`src/rtl/instr_rom_arbiter.sv`:
```
// Arbitrates the shared instruction ROM between CPU fetch and the debug read port.
// The CPU has priority; a starvation counter bounds how long debug can be held off.
module instr_rom_arbiter #(
    parameter int ADDR_W     = 10,
    parameter int DATA_W     = 32,
    parameter int STARVE_MAX = 4
) (
    input  logic              clk,
    input  logic              rst,
    input  logic              cpu_req,
    input  logic [ADDR_W-1:0] cpu_addr,
    output logic              cpu_stall,
    output logic              cpu_valid,
    output logic [DATA_W-1:0] cpu_data,
    input  logic              dbg_req,
    input  logic [ADDR_W-1:0] dbg_addr,
    output logic              dbg_ack,
    output logic [DATA_W-1:0] dbg_data,
    output logic [ADDR_W-1:0] rom_addr,
    input  logic [DATA_W-1:0] rom_data
);

    typedef enum logic {
        D_IDLE = 1'b0,
        D_ACK  = 1'b1
    } dbg_state_t;

    localparam logic [3:0] STARVE_LIM = 4'(STARVE_MAX);

    dbg_state_t state, state_next;
    logic [3:0] starve_cnt, starve_next;
    logic       dbg_pending;
    logic       grant_dbg;
    logic       grant_cpu;

    // Arbitration, ROM address mux, debug handshake and starvation tracking.
    always_comb begin
        state_next  = state;
        starve_next = starve_cnt;
        dbg_pending = dbg_req && (state == D_IDLE);
        grant_dbg   = dbg_pending && (!cpu_req || (starve_cnt == STARVE_LIM));
        grant_cpu   = cpu_req && !grant_dbg;
        cpu_stall   = cpu_req && grant_dbg;
        rom_addr    = grant_dbg ? dbg_addr : cpu_addr;

        case (state)
            D_IDLE: if (grant_dbg) state_next = D_ACK;
            D_ACK:  if (!dbg_req)  state_next = D_IDLE;
            default: state_next = D_IDLE;
        endcase

        if (grant_dbg || !dbg_pending) begin
            starve_next = 4'd0;
        end else if (starve_cnt < STARVE_LIM) begin
            starve_next = starve_cnt + 4'd1;
        end
    end

    // The ack is the state flop itself, so it drops on the same edge a reset lands.
    assign dbg_ack = (state == D_ACK);

    always_ff @(posedge clk) begin
        if (rst) begin
            state      <= D_IDLE;
            starve_cnt <= 4'd0;
            cpu_valid  <= 1'b0;
            cpu_data   <= '0;
            dbg_data   <= '0;
        end else begin
            state      <= state_next;
            starve_cnt <= starve_next;
            cpu_valid  <= grant_cpu;
            if (grant_cpu) cpu_data <= rom_data;
            if (grant_dbg) dbg_data <= rom_data;
        end
    end

endmodule

```
`config.mk`:
```
export PLATFORM = sky130hd
export DESIGN_NAME = instr_rom_arbiter
export DESIGN_NICKNAME = d
export VERILOG_FILES = /design/src/rtl/instr_rom_arbiter.sv
export SDC_FILE = /design/constraint.sdc
export NUM_CORES = 1
export LEC_CHECK = 0
export ABC_AREA = 1
export CAP_MARGIN = 40
export CORE_AREA = 4 4 86 88
export DETAILED_ROUTE_END_ITERATION = 7
export DIE_AREA = 0 0 90 92
export HOLD_SLACK_MARGIN = 0.05
export PLACE_DENSITY = 0.9
export SKIP_LAST_GASP = 1
export SLEW_MARGIN = 20
export SYNTH_ARGS = -nofsm -noshare
export SYNTH_HDL_FRONTEND = slang
export SYNTH_SLANG_ARGS = --single-unit
```
`constraint.sdc`:
```
create_clock -name clk -period 2.75 [get_ports clk]
set_input_delay 0.4125 -clock clk [delete_from_list [all_inputs] [get_ports clk]]
set_output_delay 0.4125 -clock clk [all_outputs]
set_load 0.02 [all_outputs]
```
=== Word-level counts from Yosys, hierarchy flattened ===
Index checks and enable logic that the tools add are counted.

* Eq/ne operators: 1
* Reduce and logical (&&, ||, !) cells: 10
* Order comparisons: 1
* Add/subtract/negate cells: 1
* Bitwise logic cells: 1
* Mux-type cells: 4

{| class="wikitable"
|+ Operators with widths
! kind !! number
|-
| 10-bit 2-to-1 mux || 1
|-
| 4-bit by 1-bit adder with 4-bit output, second input constant || 1
|-
| 4-bit by 3-bit == test with 1-bit output, second input constant || 1
|-
| 1-bit logical AND || 4
|-
| 4-bit by 3-bit < comparator with 1-bit output, second input constant || 1
|-
| 1-bit zero test || 3
|-
| 1-bit logical OR || 2
|-
| 1-bit 2-to-1 mux || 2
|-
| 1-bit case mux with 2 select lines || 1
|-
| 2-bit OR reduction || 1
|-
| 1-bit inverter || 1
|}

* Bits of input ports: 56
* Register bits: 70
* Output and inout port bits: 77

=== Logic depth before layout (Yosys ltp) ===
* Depth after elaboration: 5
* Depth in mapped cells: 9
* Gate-level depth less buffers: 7

=== Worst setup path after synthesis ===
OpenSTA, ideal clock, no wires.

* Kind: register to output
* Start: reg starve_cnt[0]
* End: out cpu_stall
* Data required time: 2338 ps
* Cell stages (with the launch flop): 8
* Data arrival time: 1297 ps
* Path slack: 1041 ps
* Cells stage by stage: dfxtp_1 inv_1 ha_1 nand3_2 nand2_2 nand2_2 buf_2 nor2_1

* Longest elaborated chain between the ends: 4

{| class="wikitable"
|+ Ends and longest elaborated chain
! what !! line !! RTL
|-
| start, declared || 31 || <nowiki>logic [3:0] starve_cnt, starve_next;</nowiki>
|-
| start signal, assigned || 71 || <nowiki>starve_cnt <= starve_next;</nowiki>
|-
| 4-bit by 3-bit == test with 1-bit output || 41 || <nowiki>grant_dbg = dbg_pending && (!cpu_req || (starve_cnt == STARVE_LIM));</nowiki>
|-
| 1-bit logical OR || 41 ||
|-
| 1-bit logical AND || 41 ||
|-
| 1-bit logical AND || 43 || <nowiki>cpu_stall = cpu_req && grant_dbg;</nowiki>
|-
| end, declared || 12 || <nowiki>output logic cpu_stall,</nowiki>
|}

No other way between the ends.

=== Worst setup path after layout ===
* Start: reg starve_cnt[0]
* End: out rom_addr[7]

* Longest elaborated chain between the ends: 4

{| class="wikitable"
|+ Ends and longest elaborated chain
! what !! line !! RTL
|-
| 4-bit by 3-bit == test with 1-bit output || 41 ||
|-
| 1-bit logical OR || 41 ||
|-
| 1-bit logical AND || 41 ||
|-
| 10-bit 2-to-1 mux || 44 || <nowiki>rom_addr = grant_dbg ? dbg_addr : cpu_addr;</nowiki>
|-
| end, declared || 19 || <nowiki>output logic [ADDR_W-1:0] rom_addr,</nowiki>
|}

No other way between the ends.

==> qor.yml <==
timing:
  fmax_ghz: 0.392
  setup_viol: 0
  grt_setup_unrepaired: "false"
  slew_headroom: 0.675
  fin_skew_ps: 10.1
  setup_tns_ps: 0
  fin_crit_ps: 2550
  drv_slew: 0
  hold_viol: 0
  fin_crit_sh: 0.929
  setup_slack_ps: 196
  worst-slew-pin-transition_ps: 485
cells_and_area:
  num-fill-cells: 545
  drive_gt1_frac: 0.0590
  stdcell_area_mm2: 0.00448
  layout.nets: 595
  final_util: 0.675
  diodes: 0
  area_growth_pct: 56.0
synthesis:
  yosysWarnings: 0
  synth_edf_count: 0
  synth_area_leaders: "dfxtp_1 49%, nand2_1 15%, nor2_1 9.4%, nand3_1 7.3%, a21oi_1 5.9%"
  synth_top_family_by_area: "simple AND/OR/NAND/NOR gates"
  synth_top_area_share: 0.488
  ys_seq_area_frac: 0.488
  synth_mux_area_frac: 0
  synthArstFlopShare: 0
  yosys.cell_count.top_type: "nand2_1"
  synth_fa_ha_area_frac: 0.00871
  synth_area_mm2: 0.00287
  synth_common_cells: "117 x nand2_1, 72 x nor2_1, 70 x dfxtp_1"
  synthSimpleGateAreaFrac: 0.330
  ys.flop_type: "dfxtp_1"
  syn_inst: 410
  syn_area_per_cell_um2: 7.01
  synth_cell_types: 19
  synth_compound_area_frac: 0.0657
  synth_top_area_cell: "dfxtp_1"
  ys_ff_latch: 70
  synthXorXnorAreaFrac: 0.00305
  synth_nets: 468
power:
  power.total_mw: 2.62
  p_leak_nw: 1.91
  swShare: 0.257
  seqPwrFrac: 0.421
  internal_power_mw: 1.94
  combPwrFrac: 0.195
  switching_power_uw: 674
  vdd_drop_max_v: 0.000343
  power_frac_clock: 0.384
  power_density_mw_per_mm2: 584
worst_setup_path:
  regToRegStartpoint: "starve_cnt[0]"
  cpPeakStageDelay_ps: 610
  r2r_setup_slack_ps: 1170
  cp_slowest_cell: "clkdlybuf4s50_1"
  cp-end-kind: "output port"
  start_kind: "flip-flop"
  crit_fanout: 10
  worstSetupPathType: "reg -> out"
  path_cells: "inv_1 > ha_1 > nand3_2 > nand2_4 > buf_4 > nand3_1 > nand2_1 > clkdlybuf4s50_1"
  worstPathRequired_ps: 2340
  crit_arrival_ps: 2140
  r2r-end: "dbg_data[12]"
  reg2reg_depth: 7
clocking:
  holdBufCountCts: 0
  clock_sinks: 70
  clk_latency_ps: 330
  path_clk_slew_ps: 80
  clock_path_buffers: 2
  cts-root-buf: "clkbuf_8"
  numCtsBuffers: 9
  cts_tree: "yes"
  htreeDepth: 3
outcome:
  status: "completed"
die:
  start_util: 0.433
  dieArea_mm2: 0.00828
  fp-row-count: 30
  fp.dieW_um: 90
  fp.dieH_um: 92
  pin_count: 133
  core_mm2: 0.00664
route:
  wire_per_inst_um: 13.8
  vias: 3063
  drc_errors: 0
  via_per_inst: 4.92
  postRouteAntennaNets: 0
  drtPass1Iterations: 4
  drt_iter0_drc: 103
  routed_wl_mm: 8.61
grt:
  antenna_found_initial: 0
  use_met1: 0.227
  grt_use_met3: 0.0648
  busiest_layer: "met2"
  grt_overflow: 0
  gr-usage-met2: 0.378
  grt_usage: 0.209
  grt_pass1_wl_mm: 14.2
  grt_pass1_vias: 3087
  grt_max_degree: 36
placed_design:
  portBuffers: 132
  placed_cell_area_mm2: 0.00423
  pre_cts_ws_ps: 114
  place_hpwl_mm: 6.26
  gp_congestion: 0.768
min_path:
  min_from: "dbg_data[29]"
  hold_path_class: "reg -> reg"
  holdPathStages: 2
  holdPathEnd: "dbg_data[29]"
flow_run:
  maxCapViolations: 0
-- layer usage --
layer	up-vias	wire [um]
li1	1511	-
met1	1398	3410
met2	138	4420
met3	16	646
met4	0	138
met5	-	0
-- sequential cells by signal, indices dropped and copies added (netlist names) --
name        count
dbg_data       32
dbg_ack         1
starve_cnt      4
cpu_data       32
cpu_valid       1
-- critical path: cells and delay by family (launching register included) --
family | cells | cell delay, ps
AND/OR/NAND/NOR | 4 | 460
adder cells (fa/ha/maj) | 1 | 170
buffers and inverters | 3 | 870
flip-flops | 1 | 320
-- worst max-delay path by stage --
stage | end | start | slack (ps)
after detailed placement | cpu_stall | dbg_req | 110
after global placement | cpu_stall | dbg_req | 200
final | rom_addr[7] | starve_cnt[0] | 200
after floorplan | cpu_stall | starve_cnt[0] | 1040
after global routing | rom_addr[5] | starve_cnt[0] | 50
after CTS | rom_addr[1] | starve_cnt[0] | 110
-- cells in the final DEF (no fill, tap or decap), types with 10 or more instances in the layout --
master and n:
a21oi_1 34, buf_4 10, clkdlybuf4s50_1 132, nand3_1 42, inv_1 36, nand2_1 117
clkbuf_8 10, dfxtp_1 70, nor2_1 72
-- cell families after synthesis --
| kind of cell | Yosys count |
|---|---|
| buf+inv | 66 |
| flops | 70 |
| fa+ha+maj | 2 |
| compound gates | 36 |
| xor+xnor | 1 |
| simple gates | 235 |
-- power groups by stage --
stage	logic, mW	clock network [mW]	registers (mW)
after floorplan	0.180	0	1.19
after global placement	0.493	0	1.12
after detailed placement	0.507	0	1.12
after CTS	0.512	1.02	1.10
after global routing	0.553	1.07	1.11
final	0.510	1.01	1.10
-- stage by stage --
stage	hold slack [ps]	instances
after global routing	488	622
final	465	622
after floorplan	443	410
after global placement	447	606
after CTS	466	622
after detailed placement	453	606
-- cell type report --
class | instances | area, um^2 | share of cell area
clock inverter | 5 | 106 | 0.0237
timing repair buffer | 142 | 1400 | 0.311
sequential | 70 | 1400 | 0.312
inverter | 40 | 150 | 0.0335
clock buffer | 11 | 141 | 0.0315
tap | 80 | 100 | 0.0223
multi-input combinational | 274 | 1190 | 0.265
-- repair_timing --
action / in CTS / in global routing
endpoints found under the setup margin: 0 / 5
setup buffers: 0 / 0
gates resized for setup: 0 / 2
(Power assumes the default switching activity.)
